<file path="src/rtl/jk_bank_arbiter.sv">
// jk_bank_arbiter: round-robin arbiter that grants one {j,k} command per cycle
// to a shared bank of JK flip-flops.
// Optional build macro JK_BANK_ARBITER_STATS_EN adds the toggle_cnt output.
module jk_bank_arbiter #(
    parameter int NREQ  = 4,
    parameter int WIDTH = 8,
    parameter int IDXW  = 3,
    parameter int IDW   = 2
) (
    input  logic                 clk,
    input  logic                 rst,
    input  logic [NREQ-1:0]      req_valid,
    input  logic [2*NREQ-1:0]    req_cmd,
    input  logic [IDXW*NREQ-1:0] req_idx,
    output logic [NREQ-1:0]      req_ready,
    output logic [WIDTH-1:0]     q,
    output logic                 grant_vld,
    output logic [IDW-1:0]       grant_id,
`ifdef JK_BANK_ARBITER_STATS_EN
    output logic [15:0]          toggle_cnt,
`endif
    output logic                 idx_err
);

    localparam logic [1:0] CMD_RESET  = 2'b01;
    localparam logic [1:0] CMD_SET    = 2'b10;
    localparam logic [1:0] CMD_TOGGLE = 2'b11;

    logic [WIDTH-1:0] q_q, q_d;
    logic [IDW-1:0]   ptr_q, ptr_d;
    logic [IDW-1:0]   gid_q, gid_d;
    logic             gvld_q, gvld_d;
    logic             ierr_q, ierr_d;

    logic             hit;
    logic [IDW-1:0]   gnt;
    int               cand;
    logic [NREQ-1:0]  vshift;
    logic [1:0]       sel_cmd;
    logic [IDXW-1:0]  sel_idx;
    logic             in_range;
    logic [WIDTH-1:0] mask;

    // Round-robin search starting at ptr; wrap is explicit so NREQ need not be a power of 2.
    always_comb begin
        hit       = 1'b0;
        gnt       = '0;
        cand      = 0;
        vshift    = '0;
        req_ready = '0;
        if (!rst) begin
            for (int k = 0; k < NREQ; k++) begin
                cand = int'(ptr_q) + k;
                if (cand >= NREQ) begin
                    cand = cand - NREQ;
                end
                vshift = req_valid >> cand;
                if (!hit && vshift[0]) begin
                    hit = 1'b1;
                    gnt = IDW'(cand);
                end
            end
            if (hit) begin
                req_ready = NREQ'(1) << gnt;
            end
        end
    end

    // Decode the granted command and compute next bank state, pointer and status.
    always_comb begin
        sel_cmd  = 2'(req_cmd >> (2 * int'(gnt)));
        sel_idx  = IDXW'(req_idx >> (IDXW * int'(gnt)));
        in_range = (int'(sel_idx) < WIDTH);
        mask     = WIDTH'(1) << sel_idx;
        q_d      = q_q;
        ptr_d    = ptr_q;
        gid_d    = gid_q;
        gvld_d   = 1'b0;
        ierr_d   = 1'b0;
        if (hit) begin
            gvld_d = 1'b1;
            gid_d  = gnt;
            ierr_d = !in_range;
            ptr_d  = (int'(gnt) == NREQ - 1) ? '0 : gnt + 1'b1;
            if (in_range) begin
                case (sel_cmd)
                    CMD_RESET:  q_d = q_q & ~mask;
                    CMD_SET:    q_d = q_q | mask;
                    CMD_TOGGLE: q_d = q_q ^ mask;
                    default:    q_d = q_q;
                endcase
            end
        end
    end

    // State registers with synchronous reset.
    always_ff @(posedge clk) begin
        if (rst) begin
            q_q    <= '0;
            ptr_q  <= '0;
            gid_q  <= '0;
            gvld_q <= 1'b0;
            ierr_q <= 1'b0;
        end else begin
            q_q    <= q_d;
            ptr_q  <= ptr_d;
            gid_q  <= gid_d;
            gvld_q <= gvld_d;
            ierr_q <= ierr_d;
        end
    end

`ifdef JK_BANK_ARBITER_STATS_EN
    logic [15:0] tcnt_q, tcnt_d;

    // Count accepted in-range toggles; wraps naturally at 16 bits.
    always_comb begin
        tcnt_d = tcnt_q;
        if (hit && in_range && sel_cmd == CMD_TOGGLE) begin
            tcnt_d = tcnt_q + 16'd1;
        end
    end

    // Toggle counter register.
    always_ff @(posedge clk) begin
        if (rst) begin
            tcnt_q <= '0;
        end else begin
            tcnt_q <= tcnt_d;
        end
    end

    assign toggle_cnt = tcnt_q;
`endif

    assign q         = q_q;
    assign grant_vld = gvld_q;
    assign grant_id  = gid_q;
    assign idx_err   = ierr_q;

endmodule

</file>
<file path="config.mk">
export PLATFORM = sky130hd
export DESIGN_NAME = jk_bank_arbiter
export DESIGN_NICKNAME = d
export VERILOG_FILES = /design/src/rtl/jk_bank_arbiter.sv
export SDC_FILE = /design/constraint.sdc
export NUM_CORES = 1
export LEC_CHECK = 0
export CORE_ASPECT_RATIO = 0.8
export CORE_MARGIN = 4
export CORE_UTILIZATION = 50
export CTS_BUF_LIST = sky130_fd_sc_hd__clkbuf_16
export CTS_CLUSTER_DIAMETER = 50
export DETAILED_ROUTE_END_ITERATION = 7
export PLACE_DENSITY = 0.81
export SYNTH_ARGS = -nofsm -noshare
export SYNTH_HDL_FRONTEND = slang
export SYNTH_SLANG_ARGS = --single-unit
</file>
<file path="constraint.sdc">
create_clock -name clk -period 4.57 [get_ports clk]
set_clock_uncertainty 0.05 [all_clocks]
set_input_delay 0.914 -clock clk [delete_from_list [all_inputs] [get_ports clk]]
set_output_delay 0.914 -clock clk [all_outputs]
set_load 0.005 [all_outputs]
</file>
=== Word-level counts from Yosys, hierarchy flattened ===
Cells that the tools add are included.

* Flip-flop bits (word level): 13
* Input port bits: 26
* Output and inout bits: 16

* $add $sub $neg: 8
* Multipliers: 1
* Magnitude comparators: 4
* Equality and inequality tests: 4
* Shifts and indexed selects: 8
* Multiplexer cells: 28
* Bitwise logic cells: 4
* Reduce and logical (&&, ||, !) cells: 8

{| class="wikitable"
|+ Operators with widths
! kind !! number
|-
| 2-to-1 mux 32 bit || 8
|-
| right shift 4 x 32 -> 1 bit || 4
|-
| one-hot mux 8 bit (3 select lines) || 1
|-
| 2-to-1 mux 2 bit || 7
|-
| right shift 12 x 4 -> 3 bit || 1
|-
| subtractor 3 x 3 -> 4 bit, second input constant || 3
|-
| 2-to-1 mux 1 bit || 10
|-
| >= comparator 3 bit, second input constant || 3
|-
| bitwise AND 8 bit || 1
|-
| 2-to-1 mux 4 bit || 2
|-
| inverter 8 bit || 1
|-
| bitwise OR 8 bit || 1
|-
| left shift 1 x 3 -> 8 bit, first input constant || 1
|-
| right shift 8 x 3 -> 2 bit || 1
|-
| bitwise XOR 8 bit || 1
|-
| adder 2 x 2 -> 3 bit, second input constant || 2
|-
| == test 2 x 1 -> 1 bit, second input constant || 2
|-
| == test 2 bit, second input constant || 2
|-
| multiplier 2 x 2 -> 4 bit, first input constant || 1
|-
| left shift 1 x 2 -> 4 bit, first input constant || 1
|-
| subtractor 2 x 3 -> 4 bit, second input constant || 1
|-
| adder 2 x 1 -> 3 bit, second input constant || 1
|-
| >= comparator 2 x 3 -> 1 bit, second input constant || 1
|-
| logical AND 1 bit || 3
|-
| 4 further kinds || 6
|}

=== Longest topological paths before layout ===
Gate-level depths: netlist (run 1).

* Word-level depth: 25
* Mapped depth: 15

=== Least setup slack after synthesis (run 1) ===
OpenSTA, ideal clock, no wires.

* Path kind: register to register
* Start point: register ptr_q[0]
* End point: register q_q[6] (netlist: q[6])
* Arrival: 3.580 ns
* Required time: 4.390 ns
* Path slack: 0.810 ns
* Cell stages (with the launch flop): 14
* Buffers on the path: 2
* Clock period less this slack: 3.760 ns
* Cell sequence: dfxtp_1 -> buf_6 -> inv_1 -> ha_1 -> or3_1 -> clkbuf_1 -> a31oi_1 -> o22ai_2 -> mux2i_1 -> mux2_4 -> or3_1 -> ha_1 -> a222oi_1 -> mux2i_1

* Word-level cells in the longest chain between the ends: 25
* Elaborated cells between the ends (all ways): 58
* Classes of those cells: add/sub (7); mul (1); order compare (4); eq/ne (3); shift (7); mux (24); bitwise (4); reduce/logical (8)

{| class="wikitable"
|+ Ends and longest elaborated chain
! item !! line !! RTL
|-
| from (decl) || 30 || <nowiki>logic [IDW-1:0] ptr_q, ptr_d;</nowiki>
|-
| from (signal assigned) || 106 || <nowiki>ptr_q <= ptr_d;</nowiki>
|-
| subtractor 2 x 3 -> 4 bit / >= comparator 2 x 3 -> 1 bit (equally long branches) || 55, 54 ||
|-
| 2-to-1 mux 32 bit || 54 || <nowiki>if (cand >= NREQ) begin</nowiki>
|-
| 2-to-1 mux 32 bit || 51 || <nowiki>if (!rst) begin</nowiki>
|-
| right shift 4 x 32 -> 1 bit || 57 || <nowiki>vshift = req_valid >> cand;</nowiki>
|-
| 2-to-1 mux 1 bit || 58 || <nowiki>if (!hit && vshift[0]) begin</nowiki>
|-
| 2-to-1 mux 1 bit || 51 ||
|-
| zero test 1 bit || 58 ||
|-
| logical AND 1 bit || 58 ||
|-
| [... 8 more ...] || n/a ||
|-
| 2-to-1 mux 2 bit || 58 ||
|-
| 2-to-1 mux 2 bit (2 in series) || 51 ||
|-
| multiplier 2 x 2 -> 4 bit || 72 || <nowiki>sel_idx = IDXW'(req_idx >> (IDXW * int'(gnt)));</nowiki>
|-
| right shift 12 x 4 -> 3 bit || 72 ||
|-
| left shift 1 x 3 -> 8 bit || 74 || <nowiki>mask = WIDTH'(1) << sel_idx;</nowiki>
|-
| inverter 8 bit || 87 || <nowiki>CMD_RESET: q_d = q_q & ~mask;</nowiki>
|-
| bitwise AND 8 bit || 87 ||
|-
| one-hot mux 8 bit (3 select lines) || 86 || <nowiki>case (sel_cmd)</nowiki>
|-
| to (signal assigned) || 105 || <nowiki>q_q <= q_d;</nowiki>
|-
| to (decl) || 29 || <nowiki>logic [WIDTH-1:0] q_q, q_d;</nowiki>
|}

Several ways; a longest one is shown, not always the timed one. The select of a mux whose other input is x is not followed.
A chain may end at the register's enable or synchronous reset.

=== Final worst setup path (run 1) ===
* Start point: input req_valid[3]
* End point: output req_ready[3]

* Word-level cells in the longest chain between the ends: 18
* Elaborated cells between the ends (all ways): 26
* Classes of those cells: shift (5); mux (15); reduce/logical (6)

{| class="wikitable"
|+ Ends and longest elaborated chain
! item !! line !! RTL
|-
| from (decl) || 12 || <nowiki>input logic [NREQ-1:0] req_valid,</nowiki>
|-
| right shift 4 x 32 -> 1 bit || 57 ||
|-
| 2-to-1 mux 1 bit || 58 ||
|-
| 2-to-1 mux 1 bit || 51 ||
|-
| zero test 1 bit || 58 ||
|-
| logical AND 1 bit || 58 ||
|-
| 2-to-1 mux 1 bit || 58 ||
|-
| 2-to-1 mux 1 bit || 51 ||
|-
| zero test 1 bit || 58 ||
|-
| [... 2 more ...] || n/a ||
|-
| 2-to-1 mux 1 bit || 51 ||
|-
| zero test 1 bit || 58 ||
|-
| logical AND 1 bit || 58 ||
|-
| 2-to-1 mux 2 bit || 58 ||
|-
| 2-to-1 mux 2 bit || 51 ||
|-
| left shift 1 x 2 -> 4 bit || 64 || <nowiki>req_ready = NREQ'(1) << gnt;</nowiki>
|-
| 2-to-1 mux 4 bit * || 63 || <nowiki>if (hit) begin</nowiki>
|-
| 2-to-1 mux 4 bit * || 51 ||
|-
| to (decl) || 15 || <nowiki>output logic [NREQ-1:0] req_ready,</nowiki>
|}

Mark *: on every way between the ends. The rest lies on a longest branch, timed or not. The select of a mux whose other input is x is not followed.

==> impl_metrics.env, run 1 <==
export IMPL_fin_ws_ns=0.1754
export IMPL_relSlewSlack=0.6368
export IMPL_globalplace_congestion=0.9252
export IMPL_crit_path_start_kind="input port"
export IMPL_path_buf_inv=2
export IMPL_wirelength_um=4510
export IMPL_htreeDepth=1
export IMPL_synthCells=198
export IMPL_drive_gt1_frac=0.1317
export IMPL_final_common_cell="clkdlybuf4s50_1"
export IMPL_final_cell_mix="clkdlybuf4s50_1, inv_1, nand2_1, ha_1, mux2i_1"
export IMPL_slew_viol_final=0
export IMPL_placed_cells=279
export IMPL_fill_cells=258
export IMPL_cts_resized=0
export IMPL_critPathKind="in2out"
export IMPL_ctsHoldBuffers=0
export IMPL_max_freq_mhz=227.6
export IMPL_fin_nets=291
export IMPL_mappedNetlistNets=245
export IMPL_cts_tree="done"
export IMPL_dpl_hpwl_um=3546
export IMPL_antenna_found_initial=0
export IMPL_die_w_um=73.42
export IMPL_pre_cts_slack_ns=0.07403
export IMPL_cts_setup_buffers=0
export IMPL_synth_seq_cells=13
export IMPL_powerDensity_nw_per_um2=695.1
export IMPL_cp_required_ns=3.61
export IMPL_synth_top_area_frac=0.1535
export IMPL_grt_pass1_vias=1641
export IMPL_crit_cells=8
export IMPL_end_kind="output port"
export IMPL_yosys_area_top_type="ha_1"
export IMPL_wl_per_cell_um=15.94
export IMPL_ant_nets=0
export IMPL_hold_class="reg2reg"
export IMPL_hold_start="grant_id[0]$_SDFFE_PP0P_"
export IMPL_cp_common_cell="clkdlybuf4s50_1"
export IMPL_port_buffers=40
export IMPL_grt_start_max_net_pins=15
export IMPL_die_height_um=60.33
export IMPL_grt_pass1_wl_um=7569
export IMPL_worstPathMaxFanout=6
export IMPL_tightest_slew_ns=0.5296
export IMPL_rsz0062_at_grt="no"
export IMPL_drv_cap=0
export IMPL_synthFlopType="dfxtp_1"
export IMPL_syn_area_um2=1712
export IMPL_reg2reg_from="ptr_q[1]$_SDFFE_PP0P_"
export IMPL_fin_crit_ns=4.395
export IMPL_synth_edf_count=0
export IMPL_power_leakage_uw=0.0009966
export IMPL_diodes=0
export IMPL_start_util=0.5390
export IMPL_hold_depth=2
export IMPL_cts_sinks=13
export IMPL_area_growth_syn_to_layout_pct=31.51
export IMPL_vias=1718
export IMPL_yosys_warnings=0
export IMPL_cts_buffer_depth=2
export IMPL_cts_root_buf="clkbuf_16"
export IMPL_hold_viol=0
export IMPL_reg2reg_depth=13
export IMPL_fin_crit_sh=0.9616
export IMPL_cp_top_family="buffers and inverters"
export IMPL_status="finished clean"
export IMPL_irDropWorstVdd_v=0.0003535
export IMPL_synthArstFlopShare=0
export IMPL_fp_coreArea_um2=3176
export IMPL_drtIter0Drc=136
export IMPL_clkTransAtPathRegs_ns=0.04
export IMPL_critical_path_cell_chain="clkdlybuf4s50_1 > mux4_2 > a221oi_2 > nand4b_1 > o211ai_2 > nand2_2 > nor2_1 > clkdlybuf4s50_1"
export IMPL_first_pass_iters=7
export IMPL_ios=42
export IMPL_overflow=0
export IMPL_row_count=18
export IMPL_startpoint="req_valid[3]"
export IMPL_slowest_delay_ns=0.57
export IMPL_utilization=0.7088
export IMPL_ys_seq_area_frac=0.1520
export IMPL_synth_area_per_cell_um2=8.645
export IMPL_cts_buffers=3
export IMPL_die_area_um2=4429
export IMPL_finalNonFillerCells=283
export IMPL_final_setup_tns_ns=0
export IMPL_drc=0
export IMPL_track_usage=0.2162
export IMPL_setup_violations=0
export IMPL_synth_cell_types=53
export IMPL_vias_per_cell=6.071
export IMPL_cpMaxStageDelayCell="mux4_2"
export IMPL_synth_area_leaders="ha_1, dfxtp_1, mux2i_1, inv_1, nand2_1"
export IMPL_critPathArrivalTime_ns=3.43
export IMPL_clock_latency_ns=0.25
## flip-flops by register name, indices dropped and copies added, names as in the netlist
name / cells
grant_vld: 1
q: 8
grant_id: 2
ptr_q: 2
## per-stage QoR
step                      hold WS (ns)  power [uW]  instance area [um^2]
after floorplan                 0.4027        1025                  1712
after global placement          0.3973        1339                  2172
after detailed placement        0.4051        1381                  2172
after CTS                       0.4111        1557                  2251
after global routing            0.4354        1701                  2251
final                           0.4093        1565                  2251
## power by group
| part | switching [uW] | internal (uW) |
|---|---|---|
| Sequential | 60.7 | 169 |
| Combinational | 611 | 558 |
| Clock | 50.4 | 116 |
## final cells by class
| type | instances | area [um^2] | area share |
|---|---|---|---|
| Tap cell | 40 | 50.05 | 0.02223 |
| Clock inverter | 1 | 3.754 | 0.001668 |
| Multi-Input combinational cell | 154 | 1308 | 0.5809 |
| Inverter | 23 | 86.33 | 0.03835 |
| Timing Repair Buffer | 49 | 467.9 | 0.2079 |
| Sequential cell | 13 | 260.3 | 0.1156 |
| Clock buffer | 3 | 75.07 | 0.03335 |
## worst register-to-register path: stages, from the launching register on
cell      delay, ns
dfxtp_1        0.63
inv_1          0.14
ha_1           0.39
or3_1          0.43
and4_4         0.21
nor4_4         0.40
buf_4          0.24
mux2i_1        0.22
mux2_2         0.25
nor2b_1        0.19
nand2_1        0.09
ha_1           0.28
a222oi_1       0.34
mux2i_1        0.11
## cells by family (layout without fill, tap and decap cells)
kind of cell / Yosys count / in the layout / share of synthesized area
and+or+nand+nor: 62 / 62 / 0.1996
AOI/OAI and AO/OA: 41 / 41 / 0.2142
buffers and inverters: 31 / 76 / 0.08406
muxes: 28 / 28 / 0.1893
adders and majority gates: 21 / 21 / 0.1535
DFF: 13 / 13 / 0.1520
other: 1 / 1 / 0.002191
xor gates and xnor gates: 1 / 1 / 0.005118
## cells in the mapped netlist (2+ instances only)
library cell	instances
a21boi_0	2
and3_1	4
nor2_1	9
a21oi_1	5
nand3b_1	3
and2_1	2
a41oi_1	2
dfxtp_1	13
mux2_2	4
nand2_1	21
nand2b_1	2
o221ai_1	6
inv_1	23
a222oi_1	7
nand3_1	4
or3_1	2
clkbuf_1	3
o211a_1	2
buf_6	3
o211ai_2	2
o22a_1	2
ha_1	21
nor2b_1	2
nand2_2	3
mux2_4	2
nand4_1	3
mux2i_1	20
## worst paths after layout
path | slack [ns] | end
max reg2reg | 0.46 | q[0]$_SDFFE_PP0P_
max | 0.18 | req_ready[3]
min reg2reg | 0.41 | grant_id[0]$_SDFFE_PP0P_
min | 0.41 | grant_id[0]$_SDFFE_PP0P_
## metal layers
metal	share of wire	wire length, um	up-vias	global-route usage
met3	0.088	397	6	0.05132
met4	0.0089	40	0	0.06977
met5	0	0	-	0
met2	0.43	1960	77	0.3197
li1	-	-	834	-
met1	0.47	2111	801	0.3104
Power figures use the tool's default switching activity.
==> run 2, diff against run 1 <==
==> constraint.sdc (replaced) <==
create_clock -name clk -period 4.7 [get_ports clk]
set_clock_uncertainty 0.05 [all_clocks]
set_input_delay 0.94 -clock clk [delete_from_list [all_inputs] [get_ports clk]]
set_output_delay 0.94 -clock clk [all_outputs]
set_load 0.005 [all_outputs]
==> impl_metrics.env, run 2 (synthesis results as in run 1) <==
export IMPL_utilization=0.7041
export IMPL_end_kind="output port"
export IMPL_track_usage=0.1971
export IMPL_critPathKind="in2out"
export IMPL_cts_sinks=13
export IMPL_wl_met2_um=1737
export IMPL_diodes=0
export IMPL_cts_resized=0
export IMPL_grt_pass1_vias=1525
export IMPL_tightest_slew_ns=0.4647
export IMPL_finalHoldWorstSlack_ns=0.4054
export IMPL_start_util=0.5390
export IMPL_fin_crit_ns=4.444
export IMPL_die_height_um=60.33
export IMPL_area_growth_syn_to_layout_pct=30.63
export IMPL_die_w_um=73.42
export IMPL_cp_required_ns=3.71
export IMPL_max_freq_mhz=225.0
export IMPL_grt_start_max_net_pins=15
export IMPL_clkPwrFrac=0.109
export IMPL_fin_nets=289
export IMPL_drive_gt1_frac=0.1245
export IMPL_wl_per_cell_um=14.52
export IMPL_hold_class="reg2reg"
export IMPL_drv_cap=0
export IMPL_largest_reg_flops=8
export IMPL_route_top_layer_used="met4"
export IMPL_clock_latency_ns=0.24
export IMPL_ios=42
export IMPL_port_buffers=40
export IMPL_overflow=0
export IMPL_power_leakage_uw=0.0009876
export IMPL_p_total_uw=1474
export IMPL_met3_length_um=321
export IMPL_setup_violations=0
export IMPL_switching_power_uw=672.7
export IMPL_final_setup_tns_ns=0
export IMPL_cpMaxStageDelayCell="mux4_2"
export IMPL_pwr_share_comb=0.743
export IMPL_met1Wirelength_um=1979
export IMPL_cts_buffer_depth=2
export IMPL_drtIter0Drc=77
export IMPL_die_area_um2=4429
export IMPL_cts_buffers=3
export IMPL_rsz0062_at_grt="no"
export IMPL_critPathArrivalTime_ns=3.45
export IMPL_htreeDepth=1
export IMPL_grt_pass1_wl_um=6858
export IMPL_dpl_hpwl_um=3241
export IMPL_globalplace_congestion=0.9045
export IMPL_cp_common_cell="clkdlybuf4s50_1"
export IMPL_critical_path_cell_chain="clkdlybuf4s50_1 > mux4_2 > a221oi_2 > nand4b_1 > o211ai_2 > nand2_2 > nor2_1 > clkdlybuf4s50_1"
export IMPL_powerDensity_nw_per_um2=659.2
export IMPL_finalNonFillerCells=281
export IMPL_relSlewSlack=0.6813
export IMPL_final_cell_mix="clkdlybuf4s50_1, inv_1, nand2_1, ha_1, mux2i_1"
export IMPL_swShare=0.4564
export IMPL_placed_cells=277
export IMPL_ant_nets=0
export IMPL_cts_root_buf="clkbuf_16"
export IMPL_wirelength_um=4081
export IMPL_clkTransAtPathRegs_ns=0.04
export IMPL_internal_power_uw=801.2
export IMPL_vias_per_cell=5.907
export IMPL_ctsHoldBuffers=0
export IMPL_slowest_delay_ns=0.55
export IMPL_irDropWorstVdd_v=0.0003792
export IMPL_antenna_found_initial=0
export IMPL_hold_viol=0
export IMPL_slew_viol_final=0
export IMPL_drc=0
export IMPL_status="finished clean"
export IMPL_row_count=18
export IMPL_first_pass_iters=5
export IMPL_vias=1660
export IMPL_worstPathMaxFanout=6
export IMPL_cts_setup_buffers=0
export IMPL_cts_tree="done"
export IMPL_fp_coreArea_um2=3176
export IMPL_sequentialPowerShare=0.147
export IMPL_crit_path_start_kind="input port"
export IMPL_fin_crit_sh=0.9456
export IMPL_final_common_cell="clkdlybuf4s50_1"
## run 2: cell count changes in the layout (fill, tap and decap cells not counted)
| cell | previous run | this run |
|---|---|---|
| buf_4 | 9 | 7 |
## run 2: worst paths after layout
kind	start	endpoint	slack (ns)	cells after the start
setup / recovery	req_valid[2]	req_ready[3]	0.26	8
setup reg to reg	ptr_q[1]$_SDFFE_PP0P_	q[6]$_SDFFE_PP0P_	0.57	12
hold / removal	grant_id[1]$_SDFFE_PP0P_	grant_id[1]$_SDFFE_PP0P_	0.41	2
hold reg to reg	grant_id[1]$_SDFFE_PP0P_	grant_id[1]$_SDFFE_PP0P_	0.41	2
## run 2: per-stage QoR
| step | area (um^2) | setup slack (ns) |
|---|---|---|
| floorplan | 1712 | 0.9399 |
| global placement | 2157 | 0.3065 |
| detailed placement | 2157 | 0.1949 |
| CTS | 2236 | 0.2886 |
| global route | 2236 | 0.1299 |
| finish | 2236 | 0.2555 |
## run 2: area by class of cell
type / count / area [um^2]
inverters: 23 / 86.33
fillers: 247 / 939.7
clock inverters: 1 / 3.754
flip-flops and latches: 13 / 260.3
repair buffers: 47 / 452.9
clock buffers: 3 / 75.07
well taps: 40 / 50.05
multi-input cells: 154 / 1308
## run 2: metal layers
| layer | vias to the layer above | track usage |
|---|---|---|
| li1 | 837 | - |
| met5 | - | 0 |
| met3 | 5 | 0.04636 |
| met4 | 0 | 0.05168 |
| met1 | 760 | 0.2780 |
| met2 | 58 | 0.3045 |
## run 2: power groups by stage
stage,clock (uW),sequential (uW),combinational [uW]
after floorplan,0,214,782
after global placement,0,219,1060
after detailed placement,0,220,1090
after CTS,165,218,1100
after global routing,171,228,1220
final,161,217,1100
## run 2: worst max-delay path, delay by kind of cell
family          cells  cell delay [ns]
compound gates      2             0.48
simple gates        3             0.48
mux                 1             0.55
buf+inv             2             1.00
